File: config.mk
export PLATFORM = sky130hd
export DESIGN_NAME = toy_wb_arbiter
export DESIGN_NICKNAME = d
export VERILOG_FILES = /design/src/rtl/toy_pack.sv /design/src/rtl/toy_wb_fifo.sv /design/src/rtl/toy_wb_arbiter.sv
export SDC_FILE = /design/constraint.sdc
export NUM_CORES = 1
export LEC_CHECK = 0
export ABC_CLOCK_PERIOD_IN_PS = 4800
export BUFFER_PORTS_ARGS = -buffer_cell sky130_fd_sc_hd__buf_2
export CAP_MARGIN = 5
export CELL_PAD_IN_SITES_DETAIL_PLACEMENT = 0
export CELL_PAD_IN_SITES_GLOBAL_PLACEMENT = 1
export CORE_UTILIZATION = 30
export CTS_CLUSTER_DIAMETER = 50
export DETAILED_ROUTE_END_ITERATION = 7
export HOLD_SLACK_MARGIN = 0.03
export PLACE_DENSITY_LB_ADDON = 0.1
export SETUP_SLACK_MARGIN = 0.5
export SKIP_CTS_REPAIR_TIMING = 1
export SKIP_LAST_GASP = 1
export SLEW_MARGIN = 20
export SYNTH_ARGS = -nofsm -noshare
export SYNTH_HDL_FRONTEND = slang
export SYNTH_SLANG_ARGS = --single-unit
File: constraint.sdc
create_clock -name clk -period 4.8 [get_ports clk]
set_input_delay 0.96 -clock clk [delete_from_list [all_inputs] [get_ports clk]]
set_output_delay 0.96 -clock clk [all_outputs]
set_load 0.05 [all_outputs]
File: src/rtl/toy_pack.sv
// Shared sizing constants and the writeback entry type for the toy core's
// writeback path.
package toy_pack;

    localparam int EU_NUM           = 4;
    localparam int WB_PORT_NUM      = 2;
    localparam int REG_WIDTH        = 32;
    localparam int PHY_REG_ID_WIDTH = 7;
    localparam int EU_ID_WIDTH      = $clog2(EU_NUM);
    localparam int WB_FIFO_DEPTH    = 2;

    typedef struct packed {
        logic [PHY_REG_ID_WIDTH-1:0] idx;
        logic [REG_WIDTH-1:0]        data;
    } wb_entry_t;

endpackage

File: src/rtl/toy_wb_fifo.sv
// Small synchronous FIFO of writeback entries, one per execution unit.
// DEPTH must be a power of two so the pointers wrap naturally.
module toy_wb_fifo
    import toy_pack::*;
#(
    parameter int DEPTH = WB_FIFO_DEPTH
) (
    input  logic                         clk,
    input  logic                         rst_n,
    input  logic                         push,
    input  wb_entry_t                    push_entry,
    input  logic                         pop,
    output wb_entry_t                    head,
    output logic [$clog2(DEPTH+1)-1:0]   count,
    output logic                         full
);

    localparam int PTR_W = $clog2(DEPTH);
    localparam int CNT_W = $clog2(DEPTH + 1);

    wb_entry_t        mem [DEPTH];
    logic [PTR_W-1:0] wr_ptr;
    logic [PTR_W-1:0] rd_ptr;

    // The caller never pushes when full nor pops when empty.
    always_ff @(posedge clk or negedge rst_n) begin
        if (!rst_n) begin
            for (int i = 0; i < DEPTH; i++) begin
                mem[i] <= '0;
            end
            wr_ptr <= '0;
            rd_ptr <= '0;
            count  <= '0;
        end else begin
            if (push) begin
                mem[wr_ptr] <= push_entry;
                wr_ptr      <= wr_ptr + 1'b1;
            end
            if (pop) begin
                rd_ptr <= rd_ptr + 1'b1;
            end
            if (push && !pop) begin
                count <= count + 1'b1;
            end else if (!push && pop) begin
                count <= count - 1'b1;
            end
        end
    end

    assign head = mem[rd_ptr];
    assign full = (count == CNT_W'(DEPTH));

endmodule

File: src/rtl/toy_wb_arbiter.sv
// Writeback arbiter: per-EU result FIFOs, round-robin grant of the register
// file write ports. Define TOY_WB_BYPASS_EN to let an empty FIFO's input bid directly.
module toy_wb_arbiter
    import toy_pack::*;
#(
    parameter int FIFO_DEPTH = WB_FIFO_DEPTH
) (
    input  logic                        clk,
    input  logic                        rst_n,
    input  logic [EU_NUM-1:0]           v_eu_wb_vld,
    output logic [EU_NUM-1:0]           v_eu_wb_rdy,
    input  logic [PHY_REG_ID_WIDTH-1:0] v_eu_wb_idx    [EU_NUM],
    input  logic [REG_WIDTH-1:0]        v_eu_wb_data   [EU_NUM],
    output logic [WB_PORT_NUM-1:0]      v_wr_port_en,
    output logic [PHY_REG_ID_WIDTH-1:0] v_wr_port_idx  [WB_PORT_NUM],
    output logic [REG_WIDTH-1:0]        v_wr_port_data [WB_PORT_NUM],
    output logic [EU_NUM-1:0]           v_wr_reg_vld,
    output logic [REG_WIDTH-1:0]        v_wr_reg_data  [EU_NUM]
);

    localparam int CNT_W = $clog2(FIFO_DEPTH + 1);

    wb_entry_t              in_entry   [EU_NUM];
    wb_entry_t              fifo_head  [EU_NUM];
    wb_entry_t              cand_entry [EU_NUM];
    logic [CNT_W-1:0]       fifo_count [EU_NUM];
    logic [EU_NUM-1:0]      fifo_full;
    logic [EU_NUM-1:0]      fifo_empty;
    logic [EU_NUM-1:0]      fifo_push;
    logic [EU_NUM-1:0]      fifo_pop;
    logic [EU_NUM-1:0]      cand_vld;
    logic [EU_NUM-1:0]      eu_grant;
    logic [EU_NUM-1:0]      eu_take;
    logic [WB_PORT_NUM-1:0] grant_port_en;
    logic [EU_ID_WIDTH-1:0] grant_port_eu [WB_PORT_NUM];
    logic [EU_ID_WIDTH-1:0] rr_ptr;
    logic [EU_ID_WIDTH-1:0] rr_next;
    logic [EU_ID_WIDTH-1:0] scan_eu;
    logic [EU_ID_WIDTH-1:0] last_eu;
    int                     used_ports;

    for (genvar g = 0; g < EU_NUM; g++) begin : g_fifo
        toy_wb_fifo #(
            .DEPTH (FIFO_DEPTH)
        ) u_fifo (
            .clk        (clk),
            .rst_n      (rst_n),
            .push       (fifo_push[g]),
            .push_entry (in_entry[g]),
            .pop        (fifo_pop[g]),
            .head       (fifo_head[g]),
            .count      (fifo_count[g]),
            .full       (fifo_full[g])
        );
        assign fifo_empty[g]  = (fifo_count[g] == '0);
        assign v_eu_wb_rdy[g] = rst_n & ~fifo_full[g];
    end

    // Each EU bids with its FIFO head, or with its raw input when bypass is
    // built in and nothing is queued ahead of it.
    always_comb begin
        for (int i = 0; i < EU_NUM; i++) begin
            in_entry[i] = '{idx: v_eu_wb_idx[i], data: v_eu_wb_data[i]};
`ifdef TOY_WB_BYPASS_EN
            cand_vld[i]   = ~fifo_empty[i] | v_eu_wb_vld[i];
            cand_entry[i] = fifo_empty[i] ? in_entry[i] : fifo_head[i];
`else
            cand_vld[i]   = ~fifo_empty[i];
            cand_entry[i] = fifo_head[i];
`endif
        end
    end

    // Zero-index results are dropped wherever they sit in the scan, so they
    // never hold up the EU behind them or use up a port.
    always_comb begin
        eu_grant      = '0;
        eu_take       = '0;
        grant_port_en = '0;
        for (int p = 0; p < WB_PORT_NUM; p++) begin
            grant_port_eu[p] = '0;
        end
        used_ports = 0;
        last_eu    = '0;
        scan_eu    = '0;
        for (int k = 0; k < EU_NUM; k++) begin
            scan_eu = EU_ID_WIDTH'((int'(rr_ptr) + k) % EU_NUM);
            if (cand_vld[scan_eu]) begin
                if (cand_entry[scan_eu].idx == '0) begin
                    eu_take[scan_eu] = 1'b1;
                end else if (used_ports < WB_PORT_NUM) begin
                    eu_grant[scan_eu]         = 1'b1;
                    eu_take[scan_eu]          = 1'b1;
                    grant_port_en[used_ports] = 1'b1;
                    grant_port_eu[used_ports] = scan_eu;
                    used_ports                = used_ports + 1;
                    last_eu                   = scan_eu;
                end
            end
        end
        rr_next = grant_port_en[0] ? EU_ID_WIDTH'((int'(last_eu) + 1) % EU_NUM) : rr_ptr;
    end

    // An input consumed straight from the bypass path is never queued.
    always_comb begin
        for (int i = 0; i < EU_NUM; i++) begin
            fifo_pop[i]  = eu_take[i] & ~fifo_empty[i];
            fifo_push[i] = v_eu_wb_vld[i] & v_eu_wb_rdy[i] & ~(eu_take[i] & fifo_empty[i]);
        end
    end

    always_ff @(posedge clk or negedge rst_n) begin
        if (!rst_n) begin
            rr_ptr <= '0;
        end else begin
            rr_ptr <= rr_next;
        end
    end

    // Idle ports and EUs keep their last data so the forward stage sees stable values.
    always_ff @(posedge clk or negedge rst_n) begin
        if (!rst_n) begin
            v_wr_port_en <= '0;
            v_wr_reg_vld <= '0;
            for (int p = 0; p < WB_PORT_NUM; p++) begin
                v_wr_port_idx[p]  <= '0;
                v_wr_port_data[p] <= '0;
            end
            for (int i = 0; i < EU_NUM; i++) begin
                v_wr_reg_data[i] <= '0;
            end
        end else begin
            v_wr_port_en <= grant_port_en;
            v_wr_reg_vld <= eu_grant;
            for (int p = 0; p < WB_PORT_NUM; p++) begin
                if (grant_port_en[p]) begin
                    v_wr_port_idx[p]  <= cand_entry[grant_port_eu[p]].idx;
                    v_wr_port_data[p] <= cand_entry[grant_port_eu[p]].data;
                end
            end
            for (int i = 0; i < EU_NUM; i++) begin
                if (eu_grant[i]) begin
                    v_wr_reg_data[i] <= cand_entry[i].data;
                end
            end
        end
    end

endmodule

* Yosys cells after proc, flatten, opt, wreduce, memory -nomap -nowiden
Cells that the tools add are included.
** Operators by class
- Shift operators :: 0
- Mux-type cells :: 141
- Bitwise operators :: 58
- Div/mod/pow operators :: 0
- Magnitude comparators :: 41
- Reduce and logical (&&, ||, !) cells :: 42
- $mul :: 0
- $add $sub $neg :: 22
- Eq/ne operators :: 4
** Operator list (count)
- $mux 39 :: 28
- $bmux 39 s2 :: 6
- $bwmux 78 :: 4
- $lt 32x3->1 const B :: 6
- $mux 32 :: 6
- $demux 39 s1 :: 4
- $mux 4 :: 30
- $ge 32x1->1 const B :: 3
- $ge 32x2->1 const B :: 3
- $lt 32x1->1 const B :: 3
- $not 32->32 :: 3
- $add 32x2->32 const B :: 2
- $mux 2 :: 31
- $logic_not 7->1 :: 4
- $or 4x4->4 :: 6
- $logic_and 1x1->1 :: 22
- $and 1x1->1 :: 20
- $ge 3x3->1 const B :: 6
- $not 2->3 :: 6
- $ge 2x2->1 const B :: 8
- $not 1->2 :: 8
- $mux 1 :: 15
- $add 2x1->2 const B :: 6
- $bwmux 4 :: 3
- other kinds (17) :: 75
** Word-level totals
- ROM bits :: 0
- Input port bits :: 162
- RAM bits :: 0
- Memories :: 0
- Register bits after elaboration :: 542
- Bits in latches :: 0
- Output and inout bits :: 216

* Longest topological paths before layout
Gate-level depths: netlist (run 1).
- Word-level depth :: 31
- Mapped depth :: 20
- Mapped depth without buffers :: 17

* By module
A second synthesis (run 1) with hierarchy kept.
** Second synthesis, totals
- Cell total of the unflattened synthesis :: 2315
- Area, all modules :: 28881.4 µm²
** Modules (own cells, without submodules)
- toy_wb_arbiter :: cells an instance 1427, times used 1, area each 14747.9 µm²
- toy_wb_fifo :: cells an instance 222, times used 4, area each 3533.4 µm²

* Least setup slack after synthesis (run 1)
No wires, ideal clock.
- Kind :: register to register
- From :: register rr_ptr[0]
- To :: register g_fifo[2].u_fifo.mem[68] (netlist bit)
- Required time :: 4.675 ns
- Clock period less this slack :: 5.023 ns
- Slack :: -0.223 ns
- Stages on the path, launching flop included :: 20
- Data arrival time :: 4.898 ns
- Cell sequence :: dfrtp_1 inv_1 buf_1 clkbuf_1 ha_1 buf_2 inv_1 mux4_1 inv_1 ha_1 nand2_2 o21a_1 mux4_2 a222oi_1 o21ai_1 nor2_1 o2111a_1 buf_4 buf_6 mux2_4
** On the way
- Word-level cells in the longest chain between the ends :: 22
** Ends and longest elaborated chain
- start, declared :: RTL line toy_wb_arbiter.sv:36 : logic [EU_ID_WIDTH-1:0] rr_ptr;
- start signal, assigned :: RTL line toy_wb_arbiter.sv:116 : rr_ptr <= rr_next;
- $not 2->3 (implied by the code) :: RTL line toy_wb_arbiter.sv:89 : if (cand_entry[scan_eu].idx == '0) begin
- $bmux 39 s2 :: RTL line toy_wb_arbiter.sv:89
- $mux 39 (implied by the code) (2 in series) :: RTL line toy_wb_arbiter.sv:89
- $logic_not 7->1 :: RTL line toy_wb_arbiter.sv:89
- $mux 1 :: RTL line toy_wb_arbiter.sv:89
- $mux 1 :: RTL line toy_wb_arbiter.sv:88 : if (cand_vld[scan_eu]) begin
- $add 32x2->32 / $lt 32x3->1 (equally long branches) :: RTL line toy_wb_arbiter.sv:96, toy_wb_arbiter.sv:91
- $mux 32 / $mux 4 (equally long branches) :: RTL line toy_wb_arbiter.sv:91 : end else if (used_ports < WB_PORT_NUM) begin
- [... 5 more ...]
- $mux 32 / $mux 4 (equally long branches) :: RTL line toy_wb_arbiter.sv:88
- $lt 32x3->1 / $or 4x4->4 (equally long branches)
- $mux 4 :: RTL line toy_wb_arbiter.sv:91
- $mux 4 :: RTL line toy_wb_arbiter.sv:89
- $mux 4 (*) :: RTL line toy_wb_arbiter.sv:88
- $and 1x1->1 (*) :: RTL line toy_wb_arbiter.sv:108 : fifo_push[i] = v_eu_wb_vld[i] & v_eu_wb_rdy[i] & ~(eu_take[i] & fifo_empty[i]);
- $not 1->1 (*) :: RTL line toy_wb_arbiter.sv:108
- $and 1x1->1 (*) :: RTL line toy_wb_arbiter.sv:108
- end signal, assigned by index :: RTL line toy_wb_fifo.sv:36 : mem[wr_ptr] <= push_entry;
- end, declared :: RTL line toy_wb_fifo.sv:21 : wb_entry_t mem [DEPTH];
Every way passes the cells marked *; elsewhere a longest branch is shown, timed or not. The select of a mux whose other input is x is not followed.
A chain may end at the register's enable or synchronous reset.

* Worst setup path after layout (run 1)
- From :: register g_fifo[0].u_fifo.mem[34] (netlist bit)
- To :: register v_wr_port_data[2] (netlist bit)
** On the way
- Word-level cells in the longest chain between the ends :: 30
** Ends and longest elaborated chain
- start, declared :: RTL line toy_wb_fifo.sv:21
- start signal, assigned by index :: RTL line toy_wb_fifo.sv:36
- $mux 39 (implied by the code) (*) (3 in series) :: RTL line toy_wb_fifo.sv:50 : assign head = mem[rd_ptr];
- $bmux 39 s2 :: RTL line toy_wb_arbiter.sv:89
- $mux 39 (implied by the code) (2 in series) :: RTL line toy_wb_arbiter.sv:89
- $logic_not 7->1 :: RTL line toy_wb_arbiter.sv:89
- $mux 1 :: RTL line toy_wb_arbiter.sv:89
- $mux 1 :: RTL line toy_wb_arbiter.sv:88
- $add 32x2->32 (tied with other cells) :: RTL line toy_wb_arbiter.sv:96 : used_ports = used_ports + 1;
- $mux 32 (tied with other cells) :: RTL line toy_wb_arbiter.sv:91
- [... 10 more ...]
- $demux 2 s1 / $mux 4 (equally long branches) :: RTL line toy_wb_arbiter.sv:95, toy_wb_arbiter.sv:88
- $bwmux 4 :: RTL line toy_wb_arbiter.sv:95 : grant_port_eu[used_ports] = scan_eu;
- $mux 4 :: RTL line toy_wb_arbiter.sv:91
- $mux 4 :: RTL line toy_wb_arbiter.sv:89
- $mux 4 :: RTL line toy_wb_arbiter.sv:88
- $not 2->3 (implied by the code) :: RTL line toy_wb_arbiter.sv:138 : v_wr_port_data[p] <= cand_entry[grant_port_eu[p]].data;
- $bmux 39 s2 :: RTL line toy_wb_arbiter.sv:138
- $mux 39 (implied by the code) (2 in series) :: RTL line toy_wb_arbiter.sv:138
- end signal, assigned by index :: RTL line toy_wb_arbiter.sv:138
- end, declared :: RTL line toy_wb_arbiter.sv:16 : output logic [REG_WIDTH-1:0] v_wr_port_data [WB_PORT_NUM],
Marked as above.

==> qor.yml, run 1 <==
global_route:
  grt_pass1_wl_mm: 136
  overflow: 0
  grt_usage: 0.212
  antenna_found_initial: 23
  grt_max_degree: 149
  grt_pass1_vias: 19700
route:
  final_antenna_net_count: 0
  firstDrtPassIters: 5
  drcViolationCount: 0
  wire_per_inst_um: 26.2
  avgViaCountPerCell: 5.17
  via_count: 19900
  wl_mm: 101
  drtIter0Drc: 1180
synth:
  avgSynthCellArea_sq_um: 12.1
  synth_edf_count: 0
  ys.flop_type: "dfrtp_1"
  synthCells: 2139
  syn_nets: 2314
  synth_seq_cells: 542
  synth_cell_types: 87
  yosysSeqAreaShare: 0.523
  async_reset_ff_frac: 1.00
  synth-warning-count: 0
  netlist_area_sq_um: 25900
worst_setup_path:
  crit_required_ns: 5.30
  worstPathMaxFanout: 7
  worstSetupStartpointType: "register"
  end_kind: "register"
  arrival_ns: 4.90
  worst-setup-path-type: "reg -> reg"
  r2r_setup_slack_ns: 0.41
sta:
  finalCritPeriodShare: 0.915
  finalHoldViolCount: 0
  finalMaxSlewViolations: 0
  rsz0062_at_grt: "true"
  finalSetupTns_ns: 0
  tightestPinTransition_ns: 1.06
  setup_viol_count_final: 0
  holdWs_ns: 0.244
  finalCriticalPeriod_ns: 4.39
  skew_ns: 0.0278
  fmax_mhz: 228
  slew_headroom: 0.273
  fin_ws_ns: 0.406
clocking:
  clk_pin_slew_ns: 0.06
  clock_sinks: 542
  insertion_delay_ns: 0.64
  cts_root_buf: "clkbuf_16"
  numCtsBuffers: 85
  h-tree-depth: 3
  cts_buffer_depth: 3
  tritoncts: "yes"
placed_design:
  port_buffers: 377
  place_congestion: 0.852
  hpwl_mm: 69.3
  dp_slack_ns: 0.259
floorplan:
  io_pins: 378
  die-area_sq_um: 87600
  die_y_um: 296
  rows: 107
  dieWidth_um: 296
  start_util: 0.303
  coreArea_sq_um: 85400
final_layout:
  drive_above_1_share: 0.434
  nets: 2804
  mostFrequentLayoutCells: "538 x dfrtp_1, 377 x buf_2, 330 x mux2_2"
  final_common_cell: "dfrtp_1"
  syn_to_final_growth_pct: 32.9
  fin_util: 0.403
outcome:
  status: "completed"
job:
  cap_violations: 0
worst_hold_path:
  min_path_type: "in -> async"
## cell families (layout without fill, tap and decap cells)
kind of cell,after synthesis,after routing,share of synthesized area
adders and majority gates,13,13,0.00627
and+or+nand+nor,395,395,0.0696
DFF,542,542,0.523
buffers and inverters,184,746,0.0348
xor gates and xnor gates,24,24,0.00840
muxes,516,516,0.225
AOI/OAI and AO/OA,465,465,0.133
other,0,4,0
## sequential cells by signal, indices dropped and copies added, names as in the netlist
| signal | flops |
|---|---|
| v_wr_port_idx | 14 |
| g_fifo.u_fifo.wr_ptr | 4 |
| g_fifo.u_fifo.rd_ptr | 4 |
| v_wr_port_en | 2 |
| v_wr_port_data | 64 |
| g_fifo.u_fifo.count | 8 |
| v_wr_reg_vld | 4 |
| g_fifo.u_fifo.mem | 312 |
| rr_ptr | 2 |
| v_wr_reg_data | 128 |
## worst max-delay path, stage by stage, from the launching register on
cell	delay, ns
dfrtp_1	0.38
or4b_1	0.53
a222oi_1	0.51
buf_4	0.25
mux4_2	0.28
inv_2	0.05
ha_4	0.28
nand2_2	0.06
o311ai_4	0.12
buf_12	0.16
nor2_4	0.03
buf_6	0.17
xor2_4	0.15
a221oi_2	0.33
or3_4	0.35
clkbuf_16	0.22
a21oi_1	0.05
a221o_1	0.34
## path summary, 6_finish.rpt
path                       depth (start not counted)                     start                  endpoint
setup / recovery                                  17  g_fifo[0].u_fifo.mem[34]         v_wr_port_data[2]
hold / removal                                     1                     rst_n  g_fifo[1].u_fifo.mem[29]
setup reg to reg                                  17  g_fifo[0].u_fifo.mem[34]         v_wr_port_data[2]
hold reg to reg                                    1  g_fifo[3].u_fifo.mem[30]  g_fifo[3].u_fifo.mem[30]
max in group asynchronous                          3                     rst_n        v_wr_port_data[36]
min in group clk                                   1  g_fifo[3].u_fifo.mem[30]  g_fifo[3].u_fifo.mem[30]
## layer usage
| layer | track usage | vias to the layer above | routed length [um] |
|---|---|---|---|
| li1 | - | 8937 | - |
| met1 | 0.303 | 10100 | 45500 |
| met2 | 0.306 | 649 | 44900 |
| met3 | 0.0639 | 155 | 7720 |
| met4 | 0.0601 | 30 | 2520 |
| met5 | 0 | - | 207 |
## synthesized netlist by cell type, types with 4 or more instances
master	instances	area share
or2_1	4	0.00097
nand2_1	75	0.011
mux2_4	30	0.017
a21boi_0	4	0.0012
inv_1	19	0.0028
o22ai_1	4	0.00097
o21ai_1	6	0.0012
a222oi_1	8	0.0031
xor2_1	10	0.0034
a221o_1	66	0.025
and2_0	20	0.0048
xnor2_1	13	0.0044
ha_1	13	0.0063
buf_2	68	0.013
o2111ai_1	4	0.0014
a21oi_1	178	0.034
mux2_1	30	0.013
mux4_2	4	0.0035
and2_1	16	0.0039
mux2i_1	121	0.047
and3_1	7	0.0017
dfrtp_1	542	0.52
nor3_1	37	0.0071
nand3_1	10	0.0019
a2111oi_0	34	0.011
nor4_1	10	0.0024
buf_4	21	0.0061
o21ai_0	13	0.0025
o211a_1	6	0.0023
nor2_1	191	0.028
buf_6	6	0.0026
mux2_2	330	0.14
a211oi_1	40	0.012
o211ai_1	14	0.0041
o21a_1	5	0.0014
a221oi_1	4	0.0014
a22oi_1	33	0.0096
clkbuf_1	63	0.0091
a211o_1	9	0.0030
## through the flow
step,std cells,area (sq um)
6_report,3849,34500
5_1_grt,3845,34400
4_1_cts,3764,32800
3_5_place_dp,3605,29800
3_3_place_gp,3605,29800
2_1_floorplan,2139,26000
## final cells by class
cell class,instances,area (sq um)
fillers,8304,51000
flip-flops and latches,542,13600
repair buffers,565,4430
clock buffers,105,2330
inverters,22,93.8
diodes,4,10.0
multi-input cells,1413,11900
well taps,1144,1430
clock inverters,54,697
Power of run 1 is not shown: default switching activity piles up to over one toggle a cycle in this logic, so the estimate is an artifact.
==> run 2: changes to the inputs <==
==> constraint.sdc (replaced) <==
create_clock -name clk -period 4.8 [get_ports clk]
set_input_delay 0.96 -clock clk [delete_from_list [all_inputs] [get_ports clk]]
set_output_delay 0.96 -clock clk [all_outputs]
set_load 0.1 [all_outputs]
==> run 2 against run 1 <==
  * Maximum frequency down 1.0%
  * Sequential share of layout area up 0.32 points
  * Cell count down 0.86%
  * Clock skew up 0.0036 ns
  * Die area unchanged
  * Worst hold slack about the same
  * Worst setup slack worse by 0.044 ns
  * Routed wire length about the same
  * Cell area down 0.80%
  * Count of clock-buffer cells in the layout down 4
==> qor.yml, run 2 (synthesis results as in run 1) <==
floorplan:
  io_pins: 378  # unchanged
  die_y_um: 296  # unchanged
  dieWidth_um: 296  # unchanged
  coreArea_sq_um: 85400  # unchanged
  rows: 107  # unchanged
  die-area_sq_um: 87600  # unchanged
  start_util: 0.303  # unchanged
clocking:
  insertion_delay_ns: 0.64  # about the same
  clk_pin_slew_ns: 0.05  # was 0.06 ns
  cts_buffer_depth: 3  # unchanged
  clock_sinks: 542  # unchanged
  numCtsBuffers: 84  # was 85
  tritoncts: "yes"  # unchanged
  h-tree-depth: 3  # unchanged
  cts_root_buf: "clkbuf_16"  # unchanged
final_layout:
  drive_above_1_share: 0.429  # was 0.434
  mostFrequentLayoutCells: "537 x dfrtp_1, 377 x buf_2, 258 x mux2_2"  # was 538 x dfrtp_1, 377 x buf_2, 330 x mux2_2
  largest_reg_flops: 312  # unchanged
  nets: 2772  # was 2804
  regMostFlops: "g_fifo.u_fifo.mem"  # unchanged
  n_fill_cell: 8259  # was 8304
  syn_to_final_growth_pct: 31.9  # was 32.9%
  largestRegisters: "g_fifo.u_fifo.mem (312), v_wr_reg_data (128), v_wr_port_data (64)"  # unchanged
  final_common_cell: "dfrtp_1"  # unchanged
route:
  drcViolationCount: 0  # unchanged
  final_antenna_net_count: 0  # unchanged
  via_count: 19800  # was 19900
  avgViaCountPerCell: 5.19  # was 5.17
  wl_mm: 101  # about the same
  drtIter0Drc: 1214  # was 1180
  firstDrtPassIters: 7  # was 5
  wire_per_inst_um: 26.4  # was 26.2 um
worst_setup_path:
  end_kind: "register"  # unchanged
  r2r_setup_slack_ns: 0.36  # was 0.41 ns
  reg2reg_depth: 18  # was 17
  crit_required_ns: 5.31  # was 5.30 ns
  worstSetupStartpointType: "register"  # unchanged
  worstPathMaxFanout: 8  # was 7
  worst-setup-path-type: "reg -> reg"  # unchanged
  arrival_ns: 4.95  # was 4.90 ns
  regToRegStartpoint: "g_fifo[0].u_fifo.rd_ptr"  # was g_fifo[0].u_fifo.mem[34]
  r2r_end: "g_fifo[2].u_fifo.mem[0]"  # was v_wr_port_data[2]
global_route:
  grt_max_degree: 144  # was 149
  grt_pass1_wl_mm: 137  # was 136 mm
  overflow: 0  # unchanged
  antenna_found_initial: 19  # was 23
  grt_pass1_vias: 19700  # about the same
  grt_usage: 0.213  # was 0.212
sta:
  skew_ns: 0.0314  # was 0.0278 ns
  finalCritPeriodShare: 0.925  # was 0.915
  holdWs_ns: 0.244  # about the same
  slew_headroom: 0.293  # was 0.273
  setup_viol_count_final: 0  # unchanged
  finalCriticalPeriod_ns: 4.44  # was 4.39 ns
  fmax_mhz: 225  # was 228 MHz
  finalMaxSlewViolations: 0  # unchanged
  tightestPinTransition_ns: 1.03  # was 1.06 ns
  finalSetupTns_ns: 0  # unchanged
  rsz0062_at_grt: "true"  # unchanged
  finalHoldViolCount: 0  # unchanged
worst_hold_path:
  min_path_type: "in -> async"  # unchanged
placed_design:
  port_buffers: 377  # unchanged
  place_congestion: 0.869  # was 0.852
  hpwl_mm: 69.2  # was 69.3 mm
outcome:
  status: "completed"  # unchanged
job:
  cap_violations: 0  # unchanged
[run 2: cell types whose count changed in the layout (fill, tap and decap cells not counted), sizes merged]
cell | previous run | this run
bufinv | 10 | 6
clkbuf | 126 | 122
clkinvlp | 5 | 10
diode | 4 | 9
inv | 43 | 36
buf | 544 | 513
clkinv | 18 | 21
[run 2: final cells by class]
class / count / area, sq um / area share
Clock inverter: 51 / 572 / 0.0167
Clock buffer: 101 / 2320 / 0.0678
Antenna cell: 9 / 22.5 / 0.000659
Timing Repair Buffer: 534 / 4020 / 0.118
Tap cell: 1144 / 1430 / 0.0419
Inverter: 22 / 93.8 / 0.00275
Sequential cell: 542 / 13600 / 0.397
Multi-Input combinational cell: 1413 / 12200 / 0.355
[run 2: stage by stage]
step,instances,setup slack (ns),utilization,area (sq um)
floorplan,2139,0.427,-,26000
global placement,3590,0.180,0.347,29600
detailed placement,3590,0.148,0.347,29600
CTS,3742,0.105,0.381,32500
global route,3809,0.217,0.400,34200
finish,3816,0.362,0.400,34200
[run 2: worst max-delay path by stage]
stage	endpoint	depth (start not counted)	slack, ns	startpoint
2_1_floorplan	v_eu_wb_rdy[0]	2	0.43	rst_n
3_3_place_gp	v_wr_port_data[55]	15	0.18	g_fifo[0].u_fifo.rd_ptr
3_5_place_dp	v_wr_port_data[55]	15	0.15	g_fifo[0].u_fifo.rd_ptr
4_1_cts	v_wr_port_data[55]	15	0.10	g_fifo[0].u_fifo.rd_ptr
5_1_grt	g_fifo[2].u_fifo.mem[11]	18	0.22	g_fifo[0].u_fifo.rd_ptr
6_report	g_fifo[2].u_fifo.mem[0]	18	0.36	g_fifo[0].u_fifo.rd_ptr
[run 2: worst max-delay path, stage by stage (launching register included)]
cell and delay (ns):
dfrtp_2 0.42, or4b_4 0.20, a222oi_1 0.12, buf_4 0.20, or3_4 0.42, a32oi_4 0.24, ha_4 0.19, nand2_4 0.06
o21a_1 0.18, mux4_2 0.51, buf_6 0.14, a222oi_1 0.28, o21ai_1 0.16, nor2_1 0.19, buf_4 0.16, o2111ai_4 0.13
buf_12 0.22, clkbuf_16 0.17, mux2_2 0.27
[run 2: per-layer routing]
metal | wire [um] | vias up | global-route usage
met1 | 45600 | 10200 | 0.302
met4 | 1850 | 26 | 0.0528
met3 | 7690 | 123 | 0.0666
met2 | 45400 | 584 | 0.312
li1 | - | 8875 | -
met5 | 180 | - | 0
Power of run 2 is left out for the same reason.
==> run 3: changes to the inputs <==
- SYNTH_HIERARCHICAL: not set -> 1
==> run 3 against run 2 <==
  * Clock skew is 0.00064 ns lower
  * Register-to-register slack got worse by 0.03 ns
  * First-iteration DRC count grew 11%
  * Non-clock buffer count is 2 higher
  * Highest routed layer is now met4
  * Sequential share of layout area fell by 3.4 points
  * Flip-flop and latch count did not move
  * Maximum frequency decreased by 0.68%
  * Synthesized cell count increased by 8.2%
  * Count of clock-buffer cells in the layout rose by 11
  * Cell area grew 9.5%
==> qor.yml, run 3 <==
route:
  final_antenna_net_count: 0  # unchanged
  wl_mm: 108  # was 101 mm
  wl_met2_mm: 56.7  # was 45.4 mm
  maxUsedRoutingLayer: "met4"  # was met5
  via_count: 21600  # was 19800
  route.met3.wl_mm: 4.85  # was 7.69 mm
  firstDrtPassIters: 5  # was 7
  drcViolationCount: 0  # unchanged
  avgViaCountPerCell: 5.28  # was 5.19
  drtIter0Drc: 1342  # was 1214
  m1WireLength_mm: 44.9  # was 45.6 mm
  wire_per_inst_um: 26.5  # was 26.4 um
synth:
  yosys-top-cells-area: "dfrtp_1 47%, mux2_2 24%, o221ai_1 3.2%"  # was dfrtp_1 52%, mux2_2 14%, mux2i_1 4.7%
  synth_top_area_cell: "dfrtp_1"  # unchanged
  yosys-top-cells-count: "622 x mux2_2, 542 x dfrtp_1, 150 x nand2_1, 104 x o221ai_1, 86 x clkbuf_1"  # was 542 x dfrtp_1, 330 x mux2_2, 191 x nor2_1, 178 x a21oi_1, 121 x mux2i_1
  synth_cell_types: 75  # was 87
  async_reset_ff_frac: 1.00  # unchanged
  yosysSeqAreaShare: 0.470  # was 0.523
  synthCells: 2315  # was 2139
  netlist_area_sq_um: 28900  # was 25900 sq um
  synth_seq_cells: 542  # unchanged
  synth_edf_count: 0  # unchanged
  synth-warning-count: 6  # was 0
  synth_top_area_share: 0.470  # was 0.523
  avgSynthCellArea_sq_um: 12.5  # was 12.1 sq um
  syn_nets: 2491  # was 2314
  synth.most_common_cell: "mux2_2"  # was dfrtp_1
  ys.flop_type: "dfrtp_1"  # unchanged
worst_setup_path:
  cp_common_cell: "mux2_4"
  critPathTopFamily: "simple AND/OR/NAND/NOR gates"  # was compound AO/OA/AOI/OAI gates
  worst-setup-path-type: "reg -> reg"  # unchanged
  worstSetupStartpointType: "register"  # unchanged
  cp.buffers_inverters: 4  # was 5
  regToRegStartpoint: "g_fifo[3].u_fifo/rd_ptr"  # was g_fifo[0].u_fifo.rd_ptr
  crit_path_start: "g_fifo[3].u_fifo/rd_ptr"  # was g_fifo[0].u_fifo.rd_ptr
  crit_required_ns: 5.32  # was 5.31 ns
  cp_cell_sequence: "buf_6, mux2_4, or4_4, nor4_4, a211o_1, nand2_4, ha_4, nor2_4, a31oi_4, a21oi_2, nor2_1, o32ai_2, buf_4, a21boi_4, o211a_4, nor2b_4, buf_12, clkbuf_16, mux2_4"  # was or4b_4, a222oi_1, buf_4, or3_4, a32oi_4, ha_4, nand2_4, o21a_1, mux4_2, buf_6, a222oi_1, o21ai_1, nor2_1, buf_4, o2111ai_4, buf_12, clkbuf_16, mux2_2
  arrival_ns: 4.99  # was 4.95 ns
  end_kind: "register"  # unchanged
  worstPathMaxFanout: 8  # unchanged
  cp_slowest_cell: "or4_4"  # was mux4_2
  cpPeakStageDelay_ns: 0.58  # was 0.51 ns
sta:
  finalSetupTns_ns: 0  # unchanged
  finalMaxSlewViolations: 0  # unchanged
  skew_ns: 0.0307  # was 0.0314 ns
  finalCritPeriodShare: 0.931  # was 0.925
  setup_viol_count_final: 0  # unchanged
  tightestPinTransition_ns: 1.25  # was 1.03 ns
  finalHoldViolCount: 0  # unchanged
  fin_ws_ns: 0.331  # was 0.362 ns
  fmax_mhz: 224  # was 225 MHz
  rsz0062_at_grt: "true"  # unchanged
  slew_headroom: 0.160  # was 0.293
  finalCriticalPeriod_ns: 4.47  # was 4.44 ns
clocking:
  h-tree-depth: 3  # unchanged
  cts_buffer_depth: 3  # unchanged
  cts_root_buf: "clkbuf_16"  # unchanged
  clock_sinks: 542  # unchanged
  clk_pin_slew_ns: 0.05  # about the same
  numCtsBuffers: 89  # was 84
  tritoncts: "yes"  # unchanged
  insertion_delay_ns: 0.66  # was 0.64 ns
outcome:
  status: "completed"  # unchanged
final_layout:
  final_common_cell: "dfrtp_1"  # unchanged
  drive_above_1_share: 0.521  # was 0.429
  syn_to_final_growth_pct: 29.6  # was 31.9%
  largestRegisters: "g_fifo.u_fifo/mem (312), v_wr_reg_data (128), v_wr_port_data (64)"  # was g_fifo.u_fifo.mem (312), v_wr_reg_data (128), v_wr_port_data (64)
  layout.cells.non_filler: 4087  # was 3816
  regMostFlops: "g_fifo.u_fifo/mem"  # was g_fifo.u_fifo.mem
  nets: 2926  # was 2772
  mostFrequentLayoutCells: "537 x dfrtp_1, 535 x mux2_2, 376 x buf_2"  # was 537 x dfrtp_1, 377 x buf_2, 258 x mux2_2
  n_fill_cell: 9043  # was 8259
  largest_reg_flops: 312  # unchanged
global_route:
  grt_max_degree: 145  # was 144
  grt_pass1_vias: 22300  # was 19700
  grt_pass1_wl_mm: 152  # was 137 mm
  grt_usage: 0.209  # was 0.213
  overflow: 0  # unchanged
  antenna_found_initial: 5  # was 19
floorplan:
  start_util: 0.304  # was 0.303
  rows: 113  # was 107
  io_pins: 378  # unchanged
  dieWidth_um: 312  # was 296 um
  die_y_um: 312  # was 296 um
  coreArea_sq_um: 95200  # was 85400 sq um
  die-area_sq_um: 97500  # was 87600 sq um
placed_design:
  port_buffers: 377  # unchanged
  place_congestion: 0.883  # was 0.869
  hpwl_mm: 74.0  # was 69.2 mm
  dp.cells: 3862  # was 3590
  dp_slack_ns: 0.110  # was 0.148 ns
worst_hold_path:
  min_path_type: "in -> async"  # unchanged
job:
  cap_violations: 0  # unchanged
run 3: per-stage QoR:
stage                     area, sq um  utilization  hold slack, ns
after floorplan                 29000            -           0.459
after global placement          32600        0.343           0.461
after detailed placement        32600        0.343           0.468
after CTS                       35700        0.376           0.231
after global routing            37400        0.393           0.255
final                           37400        0.393           0.247
run 3: metal layers:
metal / track usage / vias to the layer above
li1: - / 9724
met1: 0.246 / 11200
met2: 0.384 / 503
met3: 0.0383 / 121
met4: 0.0599 / 0
met5: 0 / -
run 3: worst paths after layout:
check	endpoint	slack [ns]	depth (start not counted)
hold reg to reg	g_fifo[1].u_fifo/mem[35]	0.48	1
hold / removal	g_fifo[3].u_fifo/mem[34]	0.25	1
setup reg to reg	g_fifo[0].u_fifo/mem[67]	0.33	19
max in group asynchronous	g_fifo[0].u_fifo/mem[69]	2.43	3
setup / recovery	g_fifo[0].u_fifo/mem[67]	0.33	19
min in group clk	g_fifo[1].u_fifo/mem[35]	0.48	1
run 3: layout make-up:
| type | count | area (sq um) | area share |
|---|---|---|---|
| tap | 1265 | 1580 | 0.0423 |
| antenna | 3 | 7.51 | 0.000201 |
| inverter | 43 | 161 | 0.00431 |
| clock buffer | 112 | 2500 | 0.0667 |
| sequential | 542 | 13600 | 0.362 |
| timing repair buffer | 536 | 3960 | 0.106 |
| multi-input combinational | 1538 | 15000 | 0.402 |
| clock inverter | 48 | 624 | 0.0167 |
run 3: kinds of logic after synthesis:
kind of cell,synth area share
buffers and inverters,0.0404
xor gates and xnor gates,0.00637
adders and majority gates,0.00641
AOI/OAI and AO/OA,0.106
and+or+nand+nor,0.0885
muxes,0.283
DFF,0.470
Power of run 3 is left out for the same reason.
